--- config.mk ---
export PLATFORM = sky130hd
export DESIGN_NAME = regfile_mp
export DESIGN_NICKNAME = d
export VERILOG_FILES = /design/src/rtl/regfile_pkg.sv /design/src/rtl/regfile_rdport.sv /design/src/rtl/regfile_mp.sv
export SDC_FILE = /design/constraint.sdc
export NUM_CORES = 2
export LEC_CHECK = 0
export CAP_MARGIN = 20
export CELL_PAD_IN_SITES_DETAIL_PLACEMENT = 1
export CELL_PAD_IN_SITES_GLOBAL_PLACEMENT = 1
export CORE_UTILIZATION = 38
export CTS_CLUSTER_SIZE = 12
export DETAILED_ROUTE_END_ITERATION = 16
export GPL_TIMING_DRIVEN = 0
export HOLD_SLACK_MARGIN = 0.06
export PLACE_DENSITY_LB_ADDON = 0.1
export SYNTH_ARGS = -nofsm -noshare
export SYNTH_HDL_FRONTEND = slang
export SYNTH_SLANG_ARGS = --single-unit
--- constraint.sdc ---
create_clock -name clock -period 3.2 [get_ports clock]
set_input_delay 0.48 -clock clock [delete_from_list [all_inputs] [get_ports clock]]
set_output_delay 0.48 -clock clock [all_outputs]
set_load 0.01 [all_outputs]
--- src/rtl/regfile_pkg.sv ---
// Shared constants and types for the multi-port register file.
package regfile_pkg;

    // Default geometry of the register file.
    localparam int DATA_W   = 32;
    localparam int NUM_REGS = 16;
    localparam int FLAG_W   = 4;

    // Architectural register indices.
    localparam int SP_IDX = 13;
    localparam int LR_IDX = 14;
    localparam int PC_IDX = 15;

    // Flag bit positions, MSB first: N, Z, C, V.
    localparam int FLAG_N = 3;
    localparam int FLAG_Z = 2;
    localparam int FLAG_C = 1;
    localparam int FLAG_V = 0;

    // Where a read port takes its value from, highest priority first.
    typedef enum logic [2:0] {
        SRC_WR1  = 3'd0,
        SRC_WR0  = 3'd1,
        SRC_PC   = 3'd2,
        SRC_ZERO = 3'd3,
        SRC_REG  = 3'd4
    } rd_src_e;

endpackage

--- src/rtl/regfile_rdport.sv ---
// One combinational read port: write bypass, PC-with-offset, out-of-range zero.
module regfile_rdport #(
    parameter int DATA_W      = regfile_pkg::DATA_W,
    parameter int NUM_REGS    = regfile_pkg::NUM_REGS,
    parameter int PC_IDX      = regfile_pkg::PC_IDX,
    parameter int PC_READ_OFS = 8,
    localparam int AW         = $clog2(NUM_REGS)
) (
    input  logic [AW-1:0]     rd_sel,
    input  logic              wr0_en,
    input  logic [AW-1:0]     wr0_sel,
    input  logic [DATA_W-1:0] wr0_data,
    input  logic              wr1_en,
    input  logic [AW-1:0]     wr1_sel,
    input  logic [DATA_W-1:0] wr1_data,
    input  logic [DATA_W-1:0] pc_value,
    input  logic [DATA_W-1:0] regs [NUM_REGS],
    output logic [DATA_W-1:0] rd_data
);
    import regfile_pkg::*;

    localparam logic [AW-1:0] PC_SEL     = AW'(PC_IDX);
    localparam logic [AW:0]   NUM_REGS_L = (AW+1)'(NUM_REGS);

    rd_src_e src;
    logic    sel_is_pc;

    assign sel_is_pc = (rd_sel == PC_SEL);

    // Pick the source by priority: wr1 bypass, wr0 bypass, PC, out of range, storage.
    always_comb begin
        src = SRC_REG;
        if (wr1_en && (wr1_sel == rd_sel)) begin
            src = SRC_WR1;
        end else if (wr0_en && (wr0_sel == rd_sel)) begin
            src = SRC_WR0;
        end else if (sel_is_pc) begin
            src = SRC_PC;
        end else if ({1'b0, rd_sel} >= NUM_REGS_L) begin
            src = SRC_ZERO;
        end
    end

    // Drive the data; a bypassed PC write shows the word-aligned value with no offset.
    always_comb begin
        rd_data = '0;
        case (src)
            SRC_WR1:  rd_data = sel_is_pc ? {wr1_data[DATA_W-1:2], 2'b00} : wr1_data;
            SRC_WR0:  rd_data = sel_is_pc ? {wr0_data[DATA_W-1:2], 2'b00} : wr0_data;
            SRC_PC:   rd_data = pc_value + DATA_W'(PC_READ_OFS);
            SRC_ZERO: rd_data = '0;
            SRC_REG:  rd_data = regs[rd_sel];
            default:  rd_data = '0;
        endcase
    end

endmodule

--- src/rtl/regfile_mp.sv ---
// Multi-port register file: storage, PC with auto-increment, masked flag register.
module regfile_mp #(
    parameter int DATA_W      = regfile_pkg::DATA_W,
    parameter int NUM_REGS    = regfile_pkg::NUM_REGS,
    parameter int NUM_RD      = 2,
    parameter int PC_IDX      = regfile_pkg::PC_IDX,
    parameter int PC_STEP     = 4,
    parameter int PC_READ_OFS = 8,
    parameter int RESET_PC    = 0,
    parameter int FLAG_W      = regfile_pkg::FLAG_W,
    localparam int AW         = $clog2(NUM_REGS)
) (
    input  logic                     clock,
    input  logic                     reset_n,
    input  logic                     wr0_en,
    input  logic [AW-1:0]            wr0_sel,
    input  logic [DATA_W-1:0]        wr0_data,
    input  logic                     wr1_en,
    input  logic [AW-1:0]            wr1_sel,
    input  logic [DATA_W-1:0]        wr1_data,
    input  logic [NUM_RD*AW-1:0]     rd_sel,
    output logic [NUM_RD*DATA_W-1:0] rd_data,
    input  logic                     pc_inc,
    output logic [DATA_W-1:0]        pc_out,
    input  logic [FLAG_W-1:0]        flags_we,
    input  logic [FLAG_W-1:0]        flags_in,
    output logic [FLAG_W-1:0]        flags_out
);
    import regfile_pkg::*;

    localparam logic [AW-1:0] PC_SEL = AW'(PC_IDX);

    logic [DATA_W-1:0] regs_reg [NUM_REGS];
    logic [DATA_W-1:0] pc_reg;
    logic [DATA_W-1:0] pc_next;
    logic [FLAG_W-1:0] flags_reg;
    logic              wr0_act;
    logic              wr1_act;
    logic              wr0_pc;
    logic              wr1_pc;

    // Writes held off during reset must not bypass either.
    assign wr0_act = wr0_en & reset_n;
    assign wr1_act = wr1_en & reset_n;
    assign wr0_pc  = wr0_en && (wr0_sel == PC_SEL);
    assign wr1_pc  = wr1_en && (wr1_sel == PC_SEL);

    // General-purpose storage; the PC slot is never written here, it lives in pc_reg.
    always_ff @(posedge clock or negedge reset_n) begin
        if (!reset_n) begin
            for (int i = 0; i < NUM_REGS; i++) begin
                regs_reg[i] <= '0;
            end
        end else begin
            for (int i = 0; i < NUM_REGS; i++) begin
                if (i != PC_IDX) begin
                    if (wr1_en && (wr1_sel == AW'(i))) begin
                        regs_reg[i] <= wr1_data;
                    end else if (wr0_en && (wr0_sel == AW'(i))) begin
                        regs_reg[i] <= wr0_data;
                    end
                end
            end
        end
    end

    // PC next value: explicit write (wr1 first, aligned) beats increment beats hold.
    always_comb begin
        pc_next = pc_reg;
        if (wr1_pc) begin
            pc_next = {wr1_data[DATA_W-1:2], 2'b00};
        end else if (wr0_pc) begin
            pc_next = {wr0_data[DATA_W-1:2], 2'b00};
        end else if (pc_inc) begin
            pc_next = pc_reg + DATA_W'(PC_STEP);
        end
    end

    // PC register.
    always_ff @(posedge clock or negedge reset_n) begin
        if (!reset_n) begin
            pc_reg <= DATA_W'(RESET_PC);
        end else begin
            pc_reg <= pc_next;
        end
    end

    // Flag register: each bit loads only where its write-mask bit is set.
    always_ff @(posedge clock or negedge reset_n) begin
        if (!reset_n) begin
            flags_reg <= '0;
        end else begin
            flags_reg <= (flags_reg & ~flags_we) | (flags_in & flags_we);
        end
    end

    assign pc_out    = pc_reg;
    assign flags_out = flags_reg;

    genvar gi;
    generate
        for (gi = 0; gi < NUM_RD; gi++) begin : g_rd
            regfile_rdport #(
                .DATA_W      (DATA_W),
                .NUM_REGS    (NUM_REGS),
                .PC_IDX      (PC_IDX),
                .PC_READ_OFS (PC_READ_OFS)
            ) u_rdport (
                .rd_sel   (rd_sel[gi*AW +: AW]),
                .wr0_en   (wr0_act),
                .wr0_sel  (wr0_sel),
                .wr0_data (wr0_data),
                .wr1_en   (wr1_act),
                .wr1_sel  (wr1_sel),
                .wr1_data (wr1_data),
                .pc_value (pc_reg),
                .regs     (regs_reg),
                .rd_data  (rd_data[gi*DATA_W +: DATA_W])
            );
        end
    endgenerate

endmodule

-- After elaboration in Yosys (flattened, before gate mapping)
Cells that the tools add are included.
Widths: inputs -> output; s select.
- add/subtract/negate cells: 2
- order comparisons: 2
- eq/ne operators: 42
- mux-type cells: 51
- bitwise operators: 8
- reductions and logical operators: 56
- operators by type and width (kind ; count):
    $mux 32 ; 37
    $bmux 32 s4 ; 2
    $pmux 32 s4 ; 2
    $eq 4x4->1 const B ; 18
    $logic_and 1x1->1 ; 36
    $add 32x3->32 const B ; 1
    $add 32x4->32 const B ; 1
    $eq 4x3->1 const B ; 8
    $reduce_bool 2->1 ; 15
    $mux 3 ; 6
    $eq 4x2->1 const B ; 4
    $eq 4x4->1 ; 4
    $ge 5x5->1 const B ; 2
    $not 4->5 ; 2
    $and 4x4->4 ; 2
    $eq 4x1->1 const B ; 2
    $logic_not 4->1 ; 2
    $mux 2 ; 4
    $eq 3x1->1 const B ; 2
    $eq 3x2->1 const B ; 2
    $eq 3x3->1 const B ; 2
    $logic_not 3->1 ; 2
    $not 4->4 ; 1
    $or 4x4->4 ; 1
    other kinds (2) ; 3
- flip-flop bits (word level): 516
- word-level logic and storage cells: 178

-- Depth between registers and ports, before layout
- depth after elaboration: 6
- gate-level depth with buffers: 11

-- Modules after synthesis
A second synthesis with hierarchy kept.
- cell total of the unflattened synthesis: 3546
- area, all modules: 35771.8 µm²
- modules (own cells, without submodules) (module ; instances ; cells an instance ; area an instance (µm²)):
    regfile_mp ; 1 ; 2506 ; 24681.2
    regfile_rdport ; 2 ; 520 ; 5545.3

-- Least setup slack after synthesis
OpenSTA, ideal clock, no wires.
- path type: input to output
- start: input port rd_sel[4]
- end: output port rd_data[56]
- arrival time: 2.159 ns
- path slack: 0.561 ns
- stages on the path: 7
- path buffers: 3
- cell sequence: clkbuf_2 -> buf_4 -> buf_2 -> mux4_2 -> mux2_2 -> a21oi_1 -> o221ai_1
- longest elaborated chain between the ends: 6
- elaborated cells between the ends (all ways): 17
- classes of those cells: eq/ne (6); mux (7); bitwise (1); reduce/logical (3)
- ends and longest elaborated chain (element ; line ; RTL):
    from (decl) ; regfile_mp.sv:21 ; input logic [NUM_RD*AW-1:0] rd_sel,
    $eq 4x4->1, on equally long branches ; regfile_rdport.sv:28, regfile_rdport.sv:35 ;
    $mux 3 or $logic_and 1x1->1 (tied branches) ; regfile_rdport.sv:37, regfile_rdport.sv:35 ;
    $mux 3 ; regfile_rdport.sv:35 ; end else if (wr0_en && (wr0_sel == rd_sel)) begin
    $mux 3 ; regfile_rdport.sv:33 ; if (wr1_en && (wr1_sel == rd_sel)) begin
    $eq 3x3->1, or another cell as far along ; regfile_rdport.sv:47 ; case (src)
    $pmux 32 s4 * ; regfile_rdport.sv:47 ;
    to (decl) ; regfile_mp.sv:22 ; output logic [NUM_RD*DATA_W-1:0] rd_data,
Every way passes the cells marked *; elsewhere a longest branch is shown, timed or not. The select of a mux whose other input is x is not followed.

-- Worst setup path after layout
- start: input port wr0_sel[0]
- end: output port rd_data[26]
- longest elaborated chain between the ends: 6
- elaborated cells between the ends (all ways): 9
- classes of those cells: eq/ne (4); mux (3); reduce/logical (2)
- ends and longest elaborated chain (element ; line ; RTL):
    from (decl) ; regfile_mp.sv:16 ; input logic [AW-1:0] wr0_sel,
    $eq 4x4->1 * ; regfile_rdport.sv:35 ;
    $logic_and 1x1->1 * ; regfile_rdport.sv:35 ;
    $mux 3 * ; regfile_rdport.sv:35 ;
    $mux 3 * ; regfile_rdport.sv:33 ;
    $eq 3x3->1, or another cell as far along ; regfile_rdport.sv:47 ;
    $pmux 32 s4 * ; regfile_rdport.sv:47 ;
Every way passes the cells marked *; elsewhere a longest branch is shown, timed or not.

==> metrics.txt <==
outcome finished, violations left; failing checks negative setup slack; DR vias/cell 6.77; RR Startpoint pc_out[2]; initial core utilization between 30% and 40%; first-pass GRT wire length roughly 290 mm; Design Area, Final around 45,000 um^2; largest net degree at the start of global routing 97; Setup crit start kind input port; Cells after Synth approximately 3,600; worst path required time roughly 2.7 ns; number of synthesized flops with an enable pin 0; total core area between 90,000 and 100,000 um^2; pwr/cell area roughly 600 nW/um^2; vias in the first global route approximately 35,000; critical path class input port to output port; Worst Setup End Kind output port; CP cell instances dlygate4sd2_1, xor2_1, nor3_4, buf_6, buf_4, a21oi_4, buf_4, nand2_4, o211ai_1, buf_2; Worst-path clk slew ~0.060 ns; initial antenna violation count 13; fin crit share 105%; number of max-cap violations 0; CP top delay family buffers and inverters; Placer Congestion between 1 and 1.5; Max clock buf depth 3; H-tree lvl count 3; 1st-pass router iterations 6; TNS Setup -1.96 ns; Tot Pwr 27.2 mW; Placed Area around 38,000 um^2; Critical Path Fanout Max 8; reg-to-reg endpoint pc_out[18]; headroom to the max-slew limit ~15%; flop and latch count out of synthesis approximately 510; Max Clock Skew around 0.017 ns; CTS Buf Count 67; Final setup viols 31; Layout Nets approximately 4,100; Netlist Area Pre-Place approximately 35,000 um^2; Die H approximately 300 um; flop2flop setup slack 0.35 ns; Filler Cells Inserted around 9,900; Root Driver clkbuf_16; GR Util All Layers 45.7%; worst setup margin -0.162 ns; WL final roughly 220 mm; maximum vdd drop 466 uV; Clock Sinks about 510; synth-to-layout area growth 29.6%; RSZ-0062 raised after global routing yes; FP Rows 110; remaining antenna violation count 0; Die ar. 92,700 um^2; HPWL after detailed placement roughly 150 mm; Fmax achieved roughly 300 MHz; most used cell, CP buf_4; worst skew pair latency about 0.66 ns; post-synth top area cell dfrtp_1; Ys Warns 32; final max-slew violation count 0; remaining global-route overflow 0; ys flop type dfrtp_1; asr flop ratio synth between 90% and 100%; layout cells sized above 1 about a quarter; Largest register FFs 480; CTS tree built; R2R cell count 7; first-iteration detailed-routing DRC count 4,292; input/output buffers around 120; measured slew at the worst slew-check pin around 1.3 ns; Crit path depth 10; Synth area leaders dfrtp_1 (37%), mux2i_1 (17%), mux4_2 (12%), a21oi_1 (5.6%), nor2_1 (4.5%); post-synth top area share a little under two fifths; Final min period 3.36 ns; HP Class input port to async pin; sequential-to-total area share from yosys stat between 30% and 40%; via count ~36,000; Die Width between 300 and 400 um; final core utilization ~50%; CP max stage delay ~0.5 ns; critical path data arrival time about 2.9 ns; CP Buf/Inv Count 5; Hold Vio Cnt, Final 0; final hold slack roughly 0.12 ns; DRC 0; syn_area_per_cell 9.74 um^2; slowest library cell on the worst path o211ai_1; Yosys cell types 67; Leak Pwr approximately 19 nW; Top-Level Pins 193; drt wl/cell 41.1 um
[worst reg2reg max path: stages, from the launching register on]
cell     delay [ns]
dfrtp_1        0.77
ha_1           0.29
nand4_1        0.20
nor3_1         0.77
nand2_1        0.16
xnor2_1        0.17
nor2_1         0.07
o21ai_0        0.31
[per-stage QoR]
step | setup slack, ns | cells
5_1_grt | -0.220 | 5239
6_report | -0.162 | 5244
4_1_cts | -0.106 | 5186
3_3_place_gp | -28.31 | 4866
2_1_floorplan | 0.561 | 3573
3_5_place_dp | -2.18 | 4899
[cells in the mapped netlist, drive strengths merged, types with 5 or more instances]
master   number
nand2       325
a22oi        32
nor4          8
nor3b         5
clkbuf      240
and4          6
mux2i       605
and2          5
o221ai       20
dfrtp       514
xor2         26
nor2        415
xnor2        45
a221oi        8
nand4        20
o21ai       275
nand2b        6
buf         189
a21oi       386
o211a         6
mux2         12
nand3        34
mux4        197
a221o        16
o211ai       47
o22ai        10
nand3b        5
and3          7
or3           6
a211oi       13
nor2b        18
o2bb2ai      10
nor3         24
[how the worst max path moves through the flow]
stage / startpoint / endpoint / slack (ns)
finish: wr0_sel[0] / rd_data[26] / -0.16
global route: pc_out[13] / rd_data[20] / -0.22
CTS: pc_out[4] / rd_data[19] / -0.11
detailed placement: reset_n / rd_data[19] / -2.18
global placement: reset_n / rd_data[46] / -28.31
floorplan: rd_sel[4] / rd_data[56] / 0.56
[logic make-up after synthesis]
kind of cell	after synthesis	synth area share (%)
muxes	814	30.7
other	1	0.0108
DFF	514	37.0
AOI/OAI and AO/OA	849	13.9
and+or+nand+nor	888	10.8
xor gates and xnor gates	71	1.79
adders and majority gates	2	0.0719
buffers and inverters	433	5.79
[layout make-up]
cell class	count	area (um^2)	share of cell area, %
flip-flops and latches	514	12900	28.6
clock buffers	101	2000	4.43
diodes	6	15.0	0.0333
clock inverters	20	219	0.486
repair buffers	373	3810	8.45
plain buffers	425	3250	7.20
well taps	1176	1470	3.26
inverters	3	11.3	0.0250
multi-input cells	2626	21400	47.5
[placed cells by master (no fill, tap or decap), types with 18 or more instances in the layout]
cell type,count
o211ai_1,47
clkdlybuf4s50_1,44
clkbuf_8,27
buf_8,36
nand3_1,18
dfrtp_2,21
clkbuf_16,75
clkbuf_2,23
mux4_2,191
nand4_1,19
buf_6,65
buf_12,49
nor2_1,399
o21ai_0,246
a21oi_2,29
buf_1,46
buf_4,170
mux2i_1,587
a22oi_1,25
buf_2,81
a21oi_1,356
xnor2_1,34
dfrtp_1,493
buf_16,30
nand2_1,317
clkbuf_1,215
[power breakdown]
group,internal [mW],switching (mW)
Sequential,8.20,1.64
Combinational,4.44,4.87
Clock,4.64,3.39
Total,17.3,9.89
[repair_timing]
action / in CTS / in global routing
pin swaps: 95 / 74
endpoints found under the setup margin: 64 / 60
hold buffers: 8 / 0
cloned: 9 / 1
buffers inserted: 153 / 51
endpoints found under the hold margin: 94 / 0
resized for setup: 786 / 165
[metal layers]
metal	up-vias	wire length (um)	GRT usage, %	part of all wire [%]
li1	13800	-	-	-
met1	18300	80300	56.1	37
met2	2539	90500	65.8	42
met3	784	26500	16.8	12
met4	10	18400	33.3	8.5
met5	-	52	0	0.024
Note: power is estimated with default switching activity, not from simulation.
